File: src/rtl/lcd_pkg.sv
// Shared timing constants and types for the DE-only LCD link,
// used by both the transmitter and the receiver.
package lcd_pkg;

  localparam int H_ACTIVE = 640;
  localparam int V_ACTIVE = 480;
  localparam int H_BLANK  = 160;
  localparam int V_BLANK  = 45;
  localparam int COLOR_W  = 8;

  typedef enum logic [1:0] {
    SEARCH = 2'd0,
    ARMED  = 2'd1,
    ACTIVE = 2'd2
  } rx_state_t;

  typedef struct packed {
    logic [COLOR_W-1:0] r;
    logic [COLOR_W-1:0] g;
    logic [COLOR_W-1:0] b;
  } rgb_t;

endpackage

File: src/rtl/lcd_de_gap_detect.sv
// Edge and gap detector on registered DE: reports rise/fall and flags a DE-low
// run reaching VB_THRESH cycles as vertical blanking.
module lcd_de_gap_detect #(
  parameter int VB_THRESH = 480
) (
  input  logic pixel_clk,
  input  logic rst,
  input  logic de_q_i,
  output logic vb_hit_o,
  output logic rise_o,
  output logic fall_o
);

  localparam int              LO_W    = $clog2(VB_THRESH + 1);
  localparam logic [LO_W-1:0] LO_SAT  = LO_W'(VB_THRESH);
  localparam logic [LO_W-1:0] LO_LAST = LO_W'(VB_THRESH - 1);

  logic [LO_W-1:0] lo_cnt_q;
  logic [LO_W-1:0] lo_cnt_d;
  logic            de_prev_q;

  always_comb begin
    lo_cnt_d = lo_cnt_q;
    if (de_q_i) begin
      lo_cnt_d = '0;
    end else if (lo_cnt_q != LO_SAT) begin
      lo_cnt_d = lo_cnt_q + 1'b1;
    end
  end

  always_ff @(posedge pixel_clk or posedge rst) begin
    if (rst) begin
      lo_cnt_q  <= '0;
      de_prev_q <= 1'b0;
    end else begin
      lo_cnt_q  <= lo_cnt_d;
      de_prev_q <= de_q_i;
    end
  end

  // Saturation past VB_THRESH keeps this to a single pulse per blanking gap.
  assign vb_hit_o = !de_q_i && (lo_cnt_q == LO_LAST);
  assign rise_o   = de_q_i && !de_prev_q;
  assign fall_o   = !de_q_i && de_prev_q;

endmodule

File: src/rtl/lcd_de_rx.sv
// DE-only parallel RGB receiver: recovers frame alignment from long DE-low gaps,
// rebuilds pixel coordinates, measures line/frame geometry and tracks lock.
module lcd_de_rx #(
  parameter int H_ACTIVE    = lcd_pkg::H_ACTIVE,
  parameter int V_ACTIVE    = lcd_pkg::V_ACTIVE,
  parameter int VB_THRESH   = 480,
  parameter int LOCK_FRAMES = 2,
  parameter int COLOR_W     = lcd_pkg::COLOR_W
) (
  input  logic                 pixel_clk,
  input  logic                 rst,
  input  logic                 de_in,
  input  logic [COLOR_W-1:0]   r_in,
  input  logic [COLOR_W-1:0]   g_in,
  input  logic [COLOR_W-1:0]   b_in,
  output logic                 pix_valid,
  output logic [9:0]           pix_x,
  output logic [9:0]           pix_y,
  output logic [3*COLOR_W-1:0] pix_rgb,
  output logic                 sof,
  output logic                 eol,
  output logic                 locked,
  output logic                 line_len_err,
  output logic                 frame_err,
  output logic [10:0]          meas_width,
  output logic [9:0]           meas_height,
  output logic [15:0]          frame_cnt
);

  import lcd_pkg::*;

  localparam int                GOOD_W   = $clog2(LOCK_FRAMES + 1);
  localparam logic [GOOD_W-1:0] GOOD_MAX = GOOD_W'(LOCK_FRAMES);
  localparam logic [10:0]       H_ACT_W  = 11'(H_ACTIVE);
  localparam logic [10:0]       H_LAST_W = 11'(H_ACTIVE - 1);
  localparam logic [9:0]        V_ACT_W  = 10'(V_ACTIVE);
  localparam logic [10:0]       X_MAX    = 11'd2047;
  localparam logic [9:0]        Y_MAX    = 10'd1023;

  logic                 de_q;
  logic [3*COLOR_W-1:0] rgb_q;
  logic                 vb_hit, rise, fall;

  rx_state_t            state_q, state_d, state_eff;
  logic [10:0]          x_q, x_d;
  logic [9:0]           y_q, y_d;
  logic                 line_bad_q, line_bad_d;
  logic [GOOD_W-1:0]    good_cnt_q, good_cnt_d;
  logic [10:0]          meas_width_q, meas_width_d;
  logic [9:0]           meas_height_q, meas_height_d;
  logic [15:0]          frame_cnt_q, frame_cnt_d;
  logic                 locked_q, locked_d;
  logic                 line_len_err_q, line_len_err_d;
  logic                 frame_err_q, frame_err_d;
  logic                 pix_valid_q, pix_valid_d;
  logic                 sof_q, sof_d;
  logic                 eol_q, eol_d;
  logic [9:0]           pix_x_q, pix_y_q;
  logic [3*COLOR_W-1:0] pix_rgb_q;

  lcd_de_gap_detect #(
    .VB_THRESH (VB_THRESH)
  ) u_gap (
    .pixel_clk (pixel_clk),
    .rst       (rst),
    .de_q_i    (de_q),
    .vb_hit_o  (vb_hit),
    .rise_o    (rise),
    .fall_o    (fall)
  );

  always_comb begin
    // The rising-edge pixel that leaves ARMED is already the first active pixel.
    state_eff = state_q;
    if (state_q == ARMED && rise) begin
      state_eff = ACTIVE;
    end
    state_d        = state_eff;
    x_d            = x_q;
    y_d            = y_q;
    line_bad_d     = line_bad_q;
    good_cnt_d     = good_cnt_q;
    meas_width_d   = meas_width_q;
    meas_height_d  = meas_height_q;
    frame_cnt_d    = frame_cnt_q;
    line_len_err_d = 1'b0;
    frame_err_d    = 1'b0;

    if (state_eff == ACTIVE) begin
      if (de_q) begin
        if (x_q != X_MAX) x_d = x_q + 1'b1;
      end else if (fall) begin
        meas_width_d = x_q;
        x_d          = '0;
        if (x_q != H_ACT_W) begin
          line_len_err_d = 1'b1;
          line_bad_d     = 1'b1;
          good_cnt_d     = '0;
        end
        if (y_q != Y_MAX) y_d = y_q + 1'b1;
      end else if (vb_hit) begin
        meas_height_d = y_q;
        state_d       = ARMED;
        x_d           = '0;
        y_d           = '0;
        line_bad_d    = 1'b0;
        if (y_q != V_ACT_W || line_bad_q) begin
          frame_err_d = 1'b1;
          good_cnt_d  = '0;
        end else begin
          frame_cnt_d = frame_cnt_q + 1'b1;
          if (good_cnt_q != GOOD_MAX) good_cnt_d = good_cnt_q + 1'b1;
        end
      end
    end else begin
      x_d        = '0;
      y_d        = '0;
      line_bad_d = 1'b0;
      if (state_eff == SEARCH && vb_hit) state_d = ARMED;
    end

    locked_d    = (good_cnt_d == GOOD_MAX);
    pix_valid_d = de_q && (state_eff == ACTIVE) && (x_q < H_ACT_W) && (y_q < V_ACT_W);
    sof_d       = pix_valid_d && (x_q == '0) && (y_q == '0);
    eol_d       = pix_valid_d && (x_q == H_LAST_W);
  end

  always_ff @(posedge pixel_clk or posedge rst) begin
    if (rst) begin
      de_q           <= 1'b0;
      rgb_q          <= '0;
      state_q        <= SEARCH;
      x_q            <= '0;
      y_q            <= '0;
      line_bad_q     <= 1'b0;
      good_cnt_q     <= '0;
      meas_width_q   <= '0;
      meas_height_q  <= '0;
      frame_cnt_q    <= '0;
      locked_q       <= 1'b0;
      line_len_err_q <= 1'b0;
      frame_err_q    <= 1'b0;
      pix_valid_q    <= 1'b0;
      sof_q          <= 1'b0;
      eol_q          <= 1'b0;
      pix_x_q        <= '0;
      pix_y_q        <= '0;
      pix_rgb_q      <= '0;
    end else begin
      de_q           <= de_in;
      rgb_q          <= {r_in, g_in, b_in};
      state_q        <= state_d;
      x_q            <= x_d;
      y_q            <= y_d;
      line_bad_q     <= line_bad_d;
      good_cnt_q     <= good_cnt_d;
      meas_width_q   <= meas_width_d;
      meas_height_q  <= meas_height_d;
      frame_cnt_q    <= frame_cnt_d;
      locked_q       <= locked_d;
      line_len_err_q <= line_len_err_d;
      frame_err_q    <= frame_err_d;
      pix_valid_q    <= pix_valid_d;
      sof_q          <= sof_d;
      eol_q          <= eol_d;
      pix_x_q        <= x_q[9:0];
      pix_y_q        <= y_q;
      pix_rgb_q      <= rgb_q;
    end
  end

  assign pix_valid    = pix_valid_q;
  assign pix_x        = pix_x_q;
  assign pix_y        = pix_y_q;
  assign pix_rgb      = pix_rgb_q;
  assign sof          = sof_q;
  assign eol          = eol_q;
  assign locked       = locked_q;
  assign line_len_err = line_len_err_q;
  assign frame_err    = frame_err_q;
  assign meas_width   = meas_width_q;
  assign meas_height  = meas_height_q;
  assign frame_cnt    = frame_cnt_q;

endmodule

File: config.mk
export PLATFORM = sky130hd
export DESIGN_NAME = lcd_de_rx
export DESIGN_NICKNAME = d
export VERILOG_FILES = /design/src/rtl/lcd_pkg.sv /design/src/rtl/lcd_de_gap_detect.sv /design/src/rtl/lcd_de_rx.sv
export SDC_FILE = /design/constraint.sdc
export NUM_CORES = 1
export LEC_CHECK = 0
export BUFFER_PORTS_ARGS = -buffer_cell sky130_fd_sc_hd__buf_2
export CORE_MARGIN = 5
export CORE_UTILIZATION = 40
export CTS_CLUSTER_SIZE = 30
export DETAILED_ROUTE_END_ITERATION = 7
export GPL_TIMING_DRIVEN = 0
export PLACE_DENSITY_LB_ADDON = 0.15
export SETUP_SLACK_MARGIN = 0.2
export SYNTH_ARGS = -nofsm -noshare
export SYNTH_HDL_FRONTEND = slang
export SYNTH_SLANG_ARGS = --single-unit
File: constraint.sdc
create_clock -name pixel_clk -period 7.9 [get_ports pixel_clk]
set_input_delay 1.58 -clock pixel_clk [delete_from_list [all_inputs] [get_ports pixel_clk]]
set_output_delay 1.58 -clock pixel_clk [all_outputs]
set_load 0.1 [all_outputs]
* Word-level counts from Yosys, hierarchy flattened
Cells that the tools add are included.
** Storage, ports and cells
- Register bits after elaboration :: 148
- Input bits :: 27
- Output and inout port bits :: 87
- Logic and storage cells :: 111
** Cells by class
- $add $sub $neg :: 5
- Magnitude comparators :: 2
- Eq/ne operators :: 17
- Muxes and demuxes :: 39
- Bitwise logic cells :: 3
- Reduce and logical (&&, ||, !) cells :: 24
** Operators with widths (number)
- two-way mux 11 bit :: 5
- two-way mux 10 bit :: 5
- two-way mux 2 bit :: 13
- two-way mux 9 bit :: 2
- adder 16 x 1 -> 16 bit (second input constant) :: 1
- two-way mux 1 bit :: 14
- adder 11 x 1 -> 11 bit (second input constant) :: 1
- == test 11 x 10 -> 1 bit (second input constant) :: 1
- logical AND 1 bit :: 11
- zero test 11 bit :: 1
- less-than comparator 11 x 10 -> 1 bit (second input constant) :: 1
- inequality test 11 x 10 -> 1 bit (second input constant) :: 1
- inequality test 11 bit (second input constant) :: 1
- adder 10 x 1 -> 10 bit (second input constant) :: 1
- zero test 10 bit :: 1
- less-than comparator 10 x 9 -> 1 bit (second input constant) :: 1
- inequality test 10 bit (second input constant) :: 1
- inequality test 10 x 9 -> 1 bit (second input constant) :: 1
- adder 9 x 1 -> 9 bit (second input constant) :: 1
- == test 9 bit (second input constant) :: 1
- inequality test 3 x 2 -> 1 bit (second input constant) :: 3
- inequality test 9 bit (second input constant) :: 1
- AND reduction 3 bit :: 3
- AND reduction 5 bit :: 1
- other kinds (13) :: 18

* Depth between registers and ports, before layout
- Depth in word-level cells :: 10
- Depth in mapped cells :: 7
- Gate-level depth less buffers :: 6

* By module
From an unflattened synthesis, not the netlist that was laid out.
** Second synthesis, totals
- Cells, all modules :: 440
- Area total of the unflattened synthesis :: 5540.3 µm²
** Modules (own cells, without submodules)
- lcd_de_rx :: times used 1, cells an instance 382, area an instance 4984.8 µm², sequential area each 3453.3 µm²
- lcd_de_gap_detect :: times used 1, cells an instance 58, area an instance 555.5 µm², sequential area each 250.2 µm²

* Worst setup path before layout
Ideal clock, no wire load.
- Kind :: register to output
- From :: register frame_cnt_q[3], in the netlist frame_cnt[3]
- To :: output port frame_cnt[3]
- Data arrival time :: 0.963 ns
- Data required time :: 6.320 ns
- Setup slack :: 5.357 ns
- Stages on the path, launching flop included :: 1
- Path buffers :: 0
- Cells stage by stage :: dfrtp_1
** RTL lines
- start: declaration :: line lcd_de_rx.sv:51 : logic [15:0] frame_cnt_q, frame_cnt_d;
- start signal: assignment :: line lcd_de_rx.sv:159 : frame_cnt_q <= frame_cnt_d;
- end: declaration :: line lcd_de_rx.sv:27 : output logic [15:0] frame_cnt
No word-level cell between the ends.

* Final worst setup path
- From :: register frame_cnt_q[6], in the netlist frame_cnt[6]
- To :: output port frame_cnt[6]
No word-level cell between the ends.

==> results_dict.tcl <==
set metrics [dict create \
    outcome "finished, final reports clean" \
    fin_skew_ns 0.004848 \
    synth_ff_type "dfrtp_1" \
    worstRegToRegCells 5 \
    clock_power_share 0.490 \
    cts_tree "done" \
    crit_cells 1 \
    finalNetCount 611 \
    min_period_ns 2.878 \
    finalHoldViolCount 0 \
    ctsHoldBuffers 0 \
    synth-simple-area-share 0.1603 \
    power.density_nw_per_um2 238.0 \
    grt_start_max_net_pins 89 \
    finalSetupTns_ns 0 \
    clockRootBuffer "clkbuf_16" \
    clkSlewWorstSetupHoldPaths_ns 0.05 \
    ys_ff_latch 148 \
    antenna_cells 0 \
    crit_family "buffers and inverters" \
    crit_buf_inv 1 \
    clk_latency_ns 0.41 \
    avgSynthCellArea_um2 12.74 \
    clockBufferDepth 2 \
    finalSetupViolCount 0 \
    finalCritPeriodShare 0.3643 \
    port_buffers 113 \
    dp_hpwl_um 8413 \
    antenna_left 0 \
    vdd_drop_max_v 0.0001395 \
    drv_slew 0 \
    intPower_mw 1.328 \
    startpoint_type "register" \
    cp-startpoint "frame_cnt[6]" \
    regToRegSetupSlack_ns 5.58 \
    slowest_stage "buf_2" \
    worstReg2RegStart "x_q[0]" \
    cts.sinks 148 \
    p_leak_nw 3.482 \
    hp-start "rgb_q[22]" \
    io_pins 114 \
    holdPathStages 0 \
    gpl.final_weighted_congestion 0.8352 \
    post_cts_buffers 0 \
    hp-class "register to register" \
    layout-drive-gt1-share 0.2857 \
    cts_resized 0 \
    cts_max_level 4 \
    fillCellCount 1283 \
    critPathMaxStageDelay_ns 0.46 \
    synth_most_common_cell "dfrtp_1" \
    yosys-top-cells-area "dfrtp_1, xnor2_1, nand2_1" \
    antenna_found_initial 0 \
    synth_top_area_cell "dfrtp_1" \
    synth_edf_count 0 \
    grt_pass1_vias 3842 \
    vias 3931 \
    required_ns 6.32 \
    wl_per_cell_um 15.57 \
    dr.pass1.iters 5 \
    total_power_mw 1.686 \
    switchingPower_mw 0.3578 \
    synth-seq-area-share 0.6563 \
    via_per_inst 5.118 \
    drt_iter0_drc 201 \
    gr-total-overflow 0 \
    comb_power_share 0.048 \
    synth_top_family_by_area "simple AND/OR/NAND/NOR gates" \
    ys_types 58 \
    seq_power_share 0.462 \
    die_y_um 128.8 \
    core_area_um2 13880 \
    p_sw_frac 0.2122 \
    syn_area_um2 5643 \
    drcViolationCount 0 \
    worstPathArrival_ns 1.30 \
    fp-row-count 43 \
    yosys.area_share.adder 0.01774 \
    synth_compound_area_frac 0.07406 \
    area_delta_synth_final_pct 25.50 \
    synth_commonest_cells "dfrtp_1, nand2_1, nand3_1" \
    initial_core_util 0.4065 \
    die_w_um 128.8 \
    cp-end-kind "primary output" \
    worstMarginPinSlew_ns 0.8747 \
    synth_nets 478 \
    synth_mux_area_frac 0.03082 \
    grt_pass1_wl_um 19770 \
    routed_wl_um 11960 \
    cp_max_fo 6 \
    rsz0062_at_grt "false" \
    syn-instance-count 443 \
    synth_top_area_frac 0.6563 \
    cts_made_buffers 17 \
    yosysWarnings 0 \
    dieArea_um2 16580 \
    synthArstFlopShare 1.000 \
    cap_violations 0 \
    path_cells "buf_2" \
    crit_type "register to primary output" \
    clock.fmax_ghz 0.3475 \
    synthXorXnorAreaFrac 0.03570 \
    grt_usage 0.1516 \
    relSlewSlack 0.4120 \
]
==> cell type report <==
class	instances	area, µm²	area share
plain buffers	14	66.31	0.009364
clock buffers	22	464.2	0.06555
clock inverters	9	151.4	0.02138
inverters	20	80.08	0.01131
multi-input cells	261	1798	0.2539
flip-flops and latches	148	3704	0.5230
well taps	180	225.2	0.03180
repair buffers	114	593.1	0.08375
==> layer usage <==
layer / up-vias / part of all wire / global-route usage
li1: 1864 / - / -
met5: - / 0 / 0
met4: 0 / 0.015 / 0.06053
met2: 113 / 0.46 / 0.2271
met3: 14 / 0.063 / 0.04400
met1: 1940 / 0.46 / 0.2088
==> registers in the layout (all words and copies together), names as in the netlist <==
register / count
de_q: 1
sof: 1
locked: 1
pix_x: 10
rgb_q: 24
pix_rgb: 24
meas_height: 10
meas_width: 11
frame_err: 1
pix_valid: 1
frame_cnt: 16
y_q: 10
eol: 1
u_gap.lo_cnt_q: 9
state_q: 2
u_gap.de_prev_q: 1
line_len_err: 1
pix_y: 10
x_q: 11
good_cnt_q: 2
line_bad_q: 1
==> logic make-up (layout without fill, tap and decap cells) <==
group                      after synthesis  count (layout)
DFF                                    148             148
muxes                                   16              16
xor gates and xnor gates                23              23
adders and majority gates                8               8
and+or+nand+nor                        153             153
buffers and inverters                   34             179
AOI/OAI and AO/OA                       61              61
==> metrics by stage <==
stage	util	hold WS (ns)	setup slack [ns]	area, µm²	instances
detailed placement	0.4658	0.3347	5.381	6466	737
finish	0.5102	0.3448	5.022	7082	768
floorplan	-	0.3312	2.340	5643	443
global route	0.5102	0.3522	4.941	7082	768
global placement	0.4635	0.3318	0.8259	6434	736
CTS	0.5102	0.3469	4.994	7082	768
==> power by group through the flow <==
stage / sequential (mW) / clock (mW) / combinational (mW)
2_1_floorplan: 0.837 / 0 / 0.0154
3_3_place_gp: 0.791 / 0 / 0.0806
3_5_place_dp: 0.792 / 0 / 0.0833
4_1_cts: 0.778 / 0.848 / 0.0835
5_1_grt: 0.779 / 0.878 / 0.0878
6_report: 0.778 / 0.826 / 0.0813
==> layout by cell type (no fill, tap or decap), drive strengths merged, types with 3 or more instances in the layout <==
| cell | instances |
|---|---|
| dfrtp | 148 |
| buf | 120 |
| nand2 | 38 |
| clkbuf | 30 |
| nand3 | 23 |
| inv | 21 |
| nor2 | 17 |
| xnor2 | 17 |
| nand4 | 17 |
| o21ai | 16 |
| nor4 | 16 |
| mux2 | 11 |
| nor3 | 10 |
| a31oi | 9 |
| ha | 8 |
| and3 | 7 |
| o31ai | 7 |
| a21oi | 7 |
| xor2 | 6 |
| mux2i | 5 |
| or4 | 4 |
| nand2b | 4 |
| bufinv | 4 |
| a41oi | 3 |
| clkinv | 3 |
==> worst paths after layout <==
path / end
worst min register to register: pix_rgb[22]
min in group asynchronous: rgb_q[19]
worst min-delay path: pix_rgb[22]
max in group asynchronous: pix_y[8]
worst max-delay path: frame_cnt[6]
worst max register to register: x_q[9]
Power figures use the tool's default switching activity.
